### config.mk
export PLATFORM = sky130hd
export DESIGN_NAME = karatsuba_seq
export DESIGN_NICKNAME = d
export VERILOG_FILES = /design/src/rtl/karatsuba_seq.sv
export SDC_FILE = /design/constraint.sdc
export NUM_CORES = 1
export LEC_CHECK = 0
export BUFFER_PORTS_ARGS = -buffer_cell sky130_fd_sc_hd__buf_2
export CAP_MARGIN = 20
export CORE_UTILIZATION = 55
export DETAILED_ROUTE_END_ITERATION = 8
export GPL_TIMING_DRIVEN = 1
export PLACE_DENSITY = 0.84
export SLEW_MARGIN = 20
export SYNTH_ARGS = -nofsm -noshare
export SYNTH_HDL_FRONTEND = slang
export SYNTH_SLANG_ARGS = --single-unit
### constraint.sdc
create_clock -name clk -period 6.3 [get_ports clk]
set_input_delay 0.315 -clock clk [delete_from_list [all_inputs] [get_ports clk]]
set_output_delay 0.315 -clock clk [all_outputs]
set_load 0.03 [all_outputs]
### src/rtl/karatsuba_seq.sv
// karatsuba_seq: handshaked N x N multiplier using one Karatsuba level on a single shared N/2 x N/2 sub-multiplier.
// Define KARATSUBA_SEQ_STATS_EN to add the op_count output (completed output handshakes, wrapping).
module karatsuba_seq #(
    parameter int unsigned N      = 16,
    parameter bit          SIGNED = 1'b0
) (
    input  logic           clk,
    input  logic           rst,
    input  logic           in_valid,
    output logic           in_ready,
    input  logic [N-1:0]   a,
    input  logic [N-1:0]   b,
    output logic           out_valid,
    input  logic           out_ready,
    output logic [2*N-1:0] c,
`ifdef KARATSUBA_SEQ_STATS_EN
    output logic [31:0]    op_count,
`endif
    output logic           busy
);

    localparam int unsigned M = N / 2;

    typedef enum logic [2:0] {
        IDLE    = 3'd0,
        MUL_H,
        MUL_L,
        MUL_M,
        COMBINE,
        DONE
    } state_t;

    state_t         state_q;
    logic [N-1:0]   mag_a_q, mag_b_q;
    logic           neg_q;
    logic [N-1:0]   p3_q, p2_q, p1_q;
    logic           s_q;
    logic [2*N-1:0] c_q;
    logic           in_ready_q, out_valid_q, busy_q;
`ifdef KARATSUBA_SEQ_STATS_EN
    logic [31:0]    op_count_q;
`endif

    // Operand magnitudes and result sign captured on accept.
    logic [N-1:0] mag_a_d, mag_b_d;
    logic         neg_d;

    always_comb begin
        mag_a_d = a;
        mag_b_d = b;
        neg_d   = 1'b0;
        if (SIGNED) begin
            if (a[N-1]) mag_a_d = '0 - a;
            if (b[N-1]) mag_b_d = '0 - b;
            neg_d = a[N-1] ^ b[N-1];
        end
    end

    logic [M-1:0] ah, al, bh, bl;
    assign ah = mag_a_q[N-1:M];
    assign al = mag_a_q[M-1:0];
    assign bh = mag_b_q[N-1:M];
    assign bl = mag_b_q[M-1:0];

    // Middle-term differences; their magnitudes never exceed 2^M-1, so M bits suffice.
    logic [M:0]   am, bm;
    logic [M-1:0] am_abs, bm_abs;

    always_comb begin
        am     = {1'b0, al} - {1'b0, ah};
        bm     = {1'b0, bh} - {1'b0, bl};
        am_abs = am[M] ? (~am[M-1:0] + M'(1)) : am[M-1:0];
        bm_abs = bm[M] ? (~bm[M-1:0] + M'(1)) : bm[M-1:0];
    end

    logic [M-1:0] mul_x, mul_y;
    logic [N-1:0] mul_p;

    always_comb begin
        case (state_q)
            MUL_H: begin
                mul_x = ah;
                mul_y = bh;
            end
            MUL_L: begin
                mul_x = al;
                mul_y = bl;
            end
            default: begin
                mul_x = am_abs;
                mul_y = bm_abs;
            end
        endcase
    end

    assign mul_p = N'(mul_x) * N'(mul_y);

    // Recombination: mid is non-negative, so zero-extension into the 2N-bit sum is exact.
    logic [N+1:0]   mid;
    logic [2*N-1:0] mid_w, prod, c_d;

    always_comb begin
        mid   = {2'b00, p3_q} + {2'b00, p2_q}
              + (s_q ? ('0 - {2'b00, p1_q}) : {2'b00, p1_q});
        mid_w = '0;
        mid_w[N+1:0] = mid;
        prod  = {p3_q, {N{1'b0}}} + (mid_w << M) + {{N{1'b0}}, p2_q};
        c_d   = neg_q ? ('0 - prod) : prod;
    end

    always_ff @(posedge clk or posedge rst) begin
        if (rst) begin
            state_q     <= IDLE;
            mag_a_q     <= '0;
            mag_b_q     <= '0;
            neg_q       <= 1'b0;
            p3_q        <= '0;
            p2_q        <= '0;
            p1_q        <= '0;
            s_q         <= 1'b0;
            c_q         <= '0;
            in_ready_q  <= 1'b1;
            out_valid_q <= 1'b0;
            busy_q      <= 1'b0;
`ifdef KARATSUBA_SEQ_STATS_EN
            op_count_q  <= '0;
`endif
        end else begin
            case (state_q)
                IDLE: begin
                    if (in_valid && in_ready_q) begin
                        mag_a_q    <= mag_a_d;
                        mag_b_q    <= mag_b_d;
                        neg_q      <= neg_d;
                        in_ready_q <= 1'b0;
                        busy_q     <= 1'b1;
                        state_q    <= MUL_H;
                    end
                end
                MUL_H: begin
                    p3_q    <= mul_p;
                    state_q <= MUL_L;
                end
                MUL_L: begin
                    p2_q    <= mul_p;
                    state_q <= MUL_M;
                end
                MUL_M: begin
                    p1_q    <= mul_p;
                    s_q     <= am[M] ^ bm[M];
                    state_q <= COMBINE;
                end
                COMBINE: begin
                    c_q         <= c_d;
                    out_valid_q <= 1'b1;
                    state_q     <= DONE;
                end
                DONE: begin
                    if (out_ready) begin
                        out_valid_q <= 1'b0;
                        in_ready_q  <= 1'b1;
                        busy_q      <= 1'b0;
                        state_q     <= IDLE;
`ifdef KARATSUBA_SEQ_STATS_EN
                        op_count_q  <= op_count_q + 32'd1;
`endif
                    end
                end
                default: begin
                    state_q     <= IDLE;
                    in_ready_q  <= 1'b1;
                    out_valid_q <= 1'b0;
                    busy_q      <= 1'b0;
                end
            endcase
        end
    end

    assign in_ready  = in_ready_q;
    assign out_valid = out_valid_q;
    assign c         = c_q;
    assign busy      = busy_q;
`ifdef KARATSUBA_SEQ_STATS_EN
    assign op_count  = op_count_q;
`endif

endmodule

==> impl_metrics.csv <==
group,metric,value,unit
synth,ys_seq_area_share,29.24,%
routing,vias_per_cell,5.659,
routing,wirelength,24.95,mm
floorplanning,die_h,138.1,µm
global_route,grt_max_degree,82,
outcome,outcome,"finished, violations left",
critical_path,criticalPathCategory,"reg2reg",
timing,drv_slew,0,
synth,yosysTopAreaCell,"dfrtp_1",
min_path,hold_class,"in2reg",
outcome,violations,"DRC, setup timing",
clocking,clk_latency,430,ps
synth,synth.area.top_cells,"dfrtp_1, fa_1, ha_1, inv_1, o21ai_0",
global_route,grt-ovfl-total,0,
global_route,grt_use_total,26.48,%
floorplanning,fp.dieArea,19070,µm²
synth,yosysWarnings,0,
clocking,cts.htree.levels,4,
routing,met1_length,9.984,mm
critical_path,cpPeakStageDelay,520,ps
place,gp_congestion,0.8847,
routing,route.detailed.drc,5,
synth,synth.distinct_cells,71,
timing,worstMarginPinSlew,618.2,ps
timing,finalSetupViolCount,18,
floorplanning,ios,71,
run,maxCapViolCount,0,
synth,synth_fp_nets,1319,
critical_path,start_kind,"flip-flop",
clocking,clkTransAtPathRegs,70,ps
timing,fin_ws,-418.9,ps
routing,routed.top_layer,"met4",
place,dp_hpwl,18.14,mm
synth,yosysMostFrequentCell,"inv_1",
cells_and_area,final_util,68.95,%
global_route,grt_pass1_wl,40.79,mm
clocking,tritoncts.num_buffers,17,
critical_path,crit_path_end_kind,"flip-flop",
timing,post-route-period-util,106.6,%
timing,maxSlewHeadroom,57.72,%
timing,clock_skew,15.27,ps
synth,synth_flop_cell,"dfrtp_1",
timing,max_clock_freq,148.8,MHz
clocking,cts_tree,"done",
timing,hold_viol_final,0,
global_route,grt_antenna_before_repair,0,
synth,synth_top_area_share,28.99,%
critical_path,cp_data_arrival_time,7020,ps
critical_path,crit_required,6600,ps
floorplanning,rows,49,
place,dpl.cell_count,1499,
synth,syn_inst,1138,
routing,ant_nets,0,
global_route,grt_pass1_vias,8959,
synth,ys_ff_latch,119,
routing,vias,8754,
timing,layout_min_cycle_time,6719,ps
cells_and_area,seq_area,2979,µm²
timing,finalSetupTns,-3280,ps
floorplanning,core_area,18090,µm²
synth,synth_area,10190,µm²
cells_and_area,final_cell_count_no_fill,1547,
routing,wl_met2,12.67,mm
clocking,cts_buffer_depth,2,
cells_and_area,layout-drive-gt1-share,24.96,%
cells_and_area,multi_input_area,6868,µm²
synth,ys_top_cells_by_count,"inv_1, dfrtp_1, nand2_1, o21ai_0, nor2_1",
cells_and_area,fin_area,12470,µm²
floorplanning,die_x,138.1,µm
critical_path,cp_max_fo,6,
synth,synth-edff-count,0,
synth,avgSynthCellArea,8.952,µm²
cells_and_area,num_antenna_cells,0,
routing,drt_iter0_drc,543,
clocking,cts.sinks,119,
cells_and_area,area_growth,22.40,%
place,post_dp_cell_area,11460,µm²
clocking,cts_root_buf,"clkbuf_16",
routing,routedWlPerCell,16.12,µm
cells_and_area,nFillCells,1301,
floorplanning,start_util,56.33,%
critical_path,cp_slowest_cell,"fa_1",
timing,rsz0062_at_grt,"yes",
routing,firstDrtPassIters,7,
cells_and_area,nNetsFinal,1486,
place,io_buffers,70,
synth,synthArstFlopShare,100.0,%
routing,routed-wl-met3,1.109,mm
## area by class of cell
type | count | area share (%)
multi-input combinational | 843 | 55.08
sequential | 119 | 23.89
clock inverter | 15 | 1.254
timing repair buffer | 178 | 9.653
tap | 229 | 2.298
clock buffer | 17 | 3.412
inverter | 146 | 4.415
## critical path, delay by kind of cell (launching register included)
family | cells | cell delay, ps
buffers and inverters | 5 | 250
adders and majority gates | 7 | 2640
AOI/OAI and AO/OA | 12 | 2020
and+or+nand+nor | 4 | 1270
DFF | 1 | 400
## per-layer routing
layer | track usage (%) | vias to the layer above
li1 | - | 4189
met4 | 14.49 | 0
met5 | 0 | -
met1 | 30.79 | 4197
met3 | 4.711 | 86
met2 | 46.56 | 282
## state kept, by name, indices dropped and copies added, names as in the netlist
signal and cells:
c 32, mag_a_q 16, mag_b_q 16, p1_q 16, p2_q 16, p3_q 16
state_q 3, busy 1, in_ready 1, out_valid 1, s_q 1
## layout by cell type (no fill, tap or decap), drive strengths merged, types with 4 or more instances in the layout
cell type / count
nand2b: 15
o21bai: 7
dfrtp: 118
o31ai: 8
mux2i: 4
or3: 7
o21a: 7
buf: 177
clkinvlp: 5
nor3: 14
o21ai: 115
nand2: 114
a221oi: 11
o31a: 4
inv: 147
ha: 89
xor2: 39
and2: 4
a21oi: 47
clkbuf: 17
nor2b: 7
clkinv: 7
a21o: 21
or2: 25
nand3: 15
or4: 5
and3: 6
mux2: 37
nor2: 94
a211oi: 11
xnor2: 35
fa: 56
o211ai: 5
## stage by stage
step                      hold slack (ps)  setup slack, ps
after floorplan                     449.8           -159.6
after global placement              362.6           -225.6
after detailed placement            375.4           -423.6
after CTS                           104.8           -307.7
after global routing                110.0           -657.8
final                               108.4           -418.9
## final timing paths
path / start / to / slack [ps] / cells after the start
setup / recovery: mag_b_q[8]$_DFFE_PP0P_ / p2_q[15]$_DFFE_PP0P_ / -420 / 28
hold / removal: b[3] / mag_b_q[3]$_DFFE_PP0P_ / 110 / 2
setup reg to reg: mag_b_q[8]$_DFFE_PP0P_ / p2_q[15]$_DFFE_PP0P_ / -420 / 28
hold reg to reg: c[0]$_DFFE_PP0P_ / c[0]$_DFFE_PP0P_ / 470 / 2
max in group asynchronous: rst / c[2]$_DFFE_PP0P_ / 4810 / 5
min in group asynchronous: rst / out_valid$_DFFE_PP0P_ / 460 / 3
## cells by family after synthesis
group | Yosys count | share of synthesized area [%]
fa+ha+maj | 145 | 21.94
flops | 119 | 29.24
mux | 41 | 4.520
buf+inv | 176 | 6.583
simple gates | 312 | 13.90
xor+xnor | 74 | 6.436
compound gates | 271 | 17.38
## repair_timing
| action | in CTS | in global routing |
|---|---|---|
| hold buffers | 1 | 0 |
| endpoints found under the setup margin | 18 | 29 |
| endpoints found under the hold margin | 37 | 0 |
| buffers inserted | 11 | 5 |
| pin swaps | 24 | 36 |
| resized for setup | 17 | 51 |
Power is left out: the tool's default activity adds up to more than one toggle a clock period on the data nets, which glitch-free logic cannot reach.
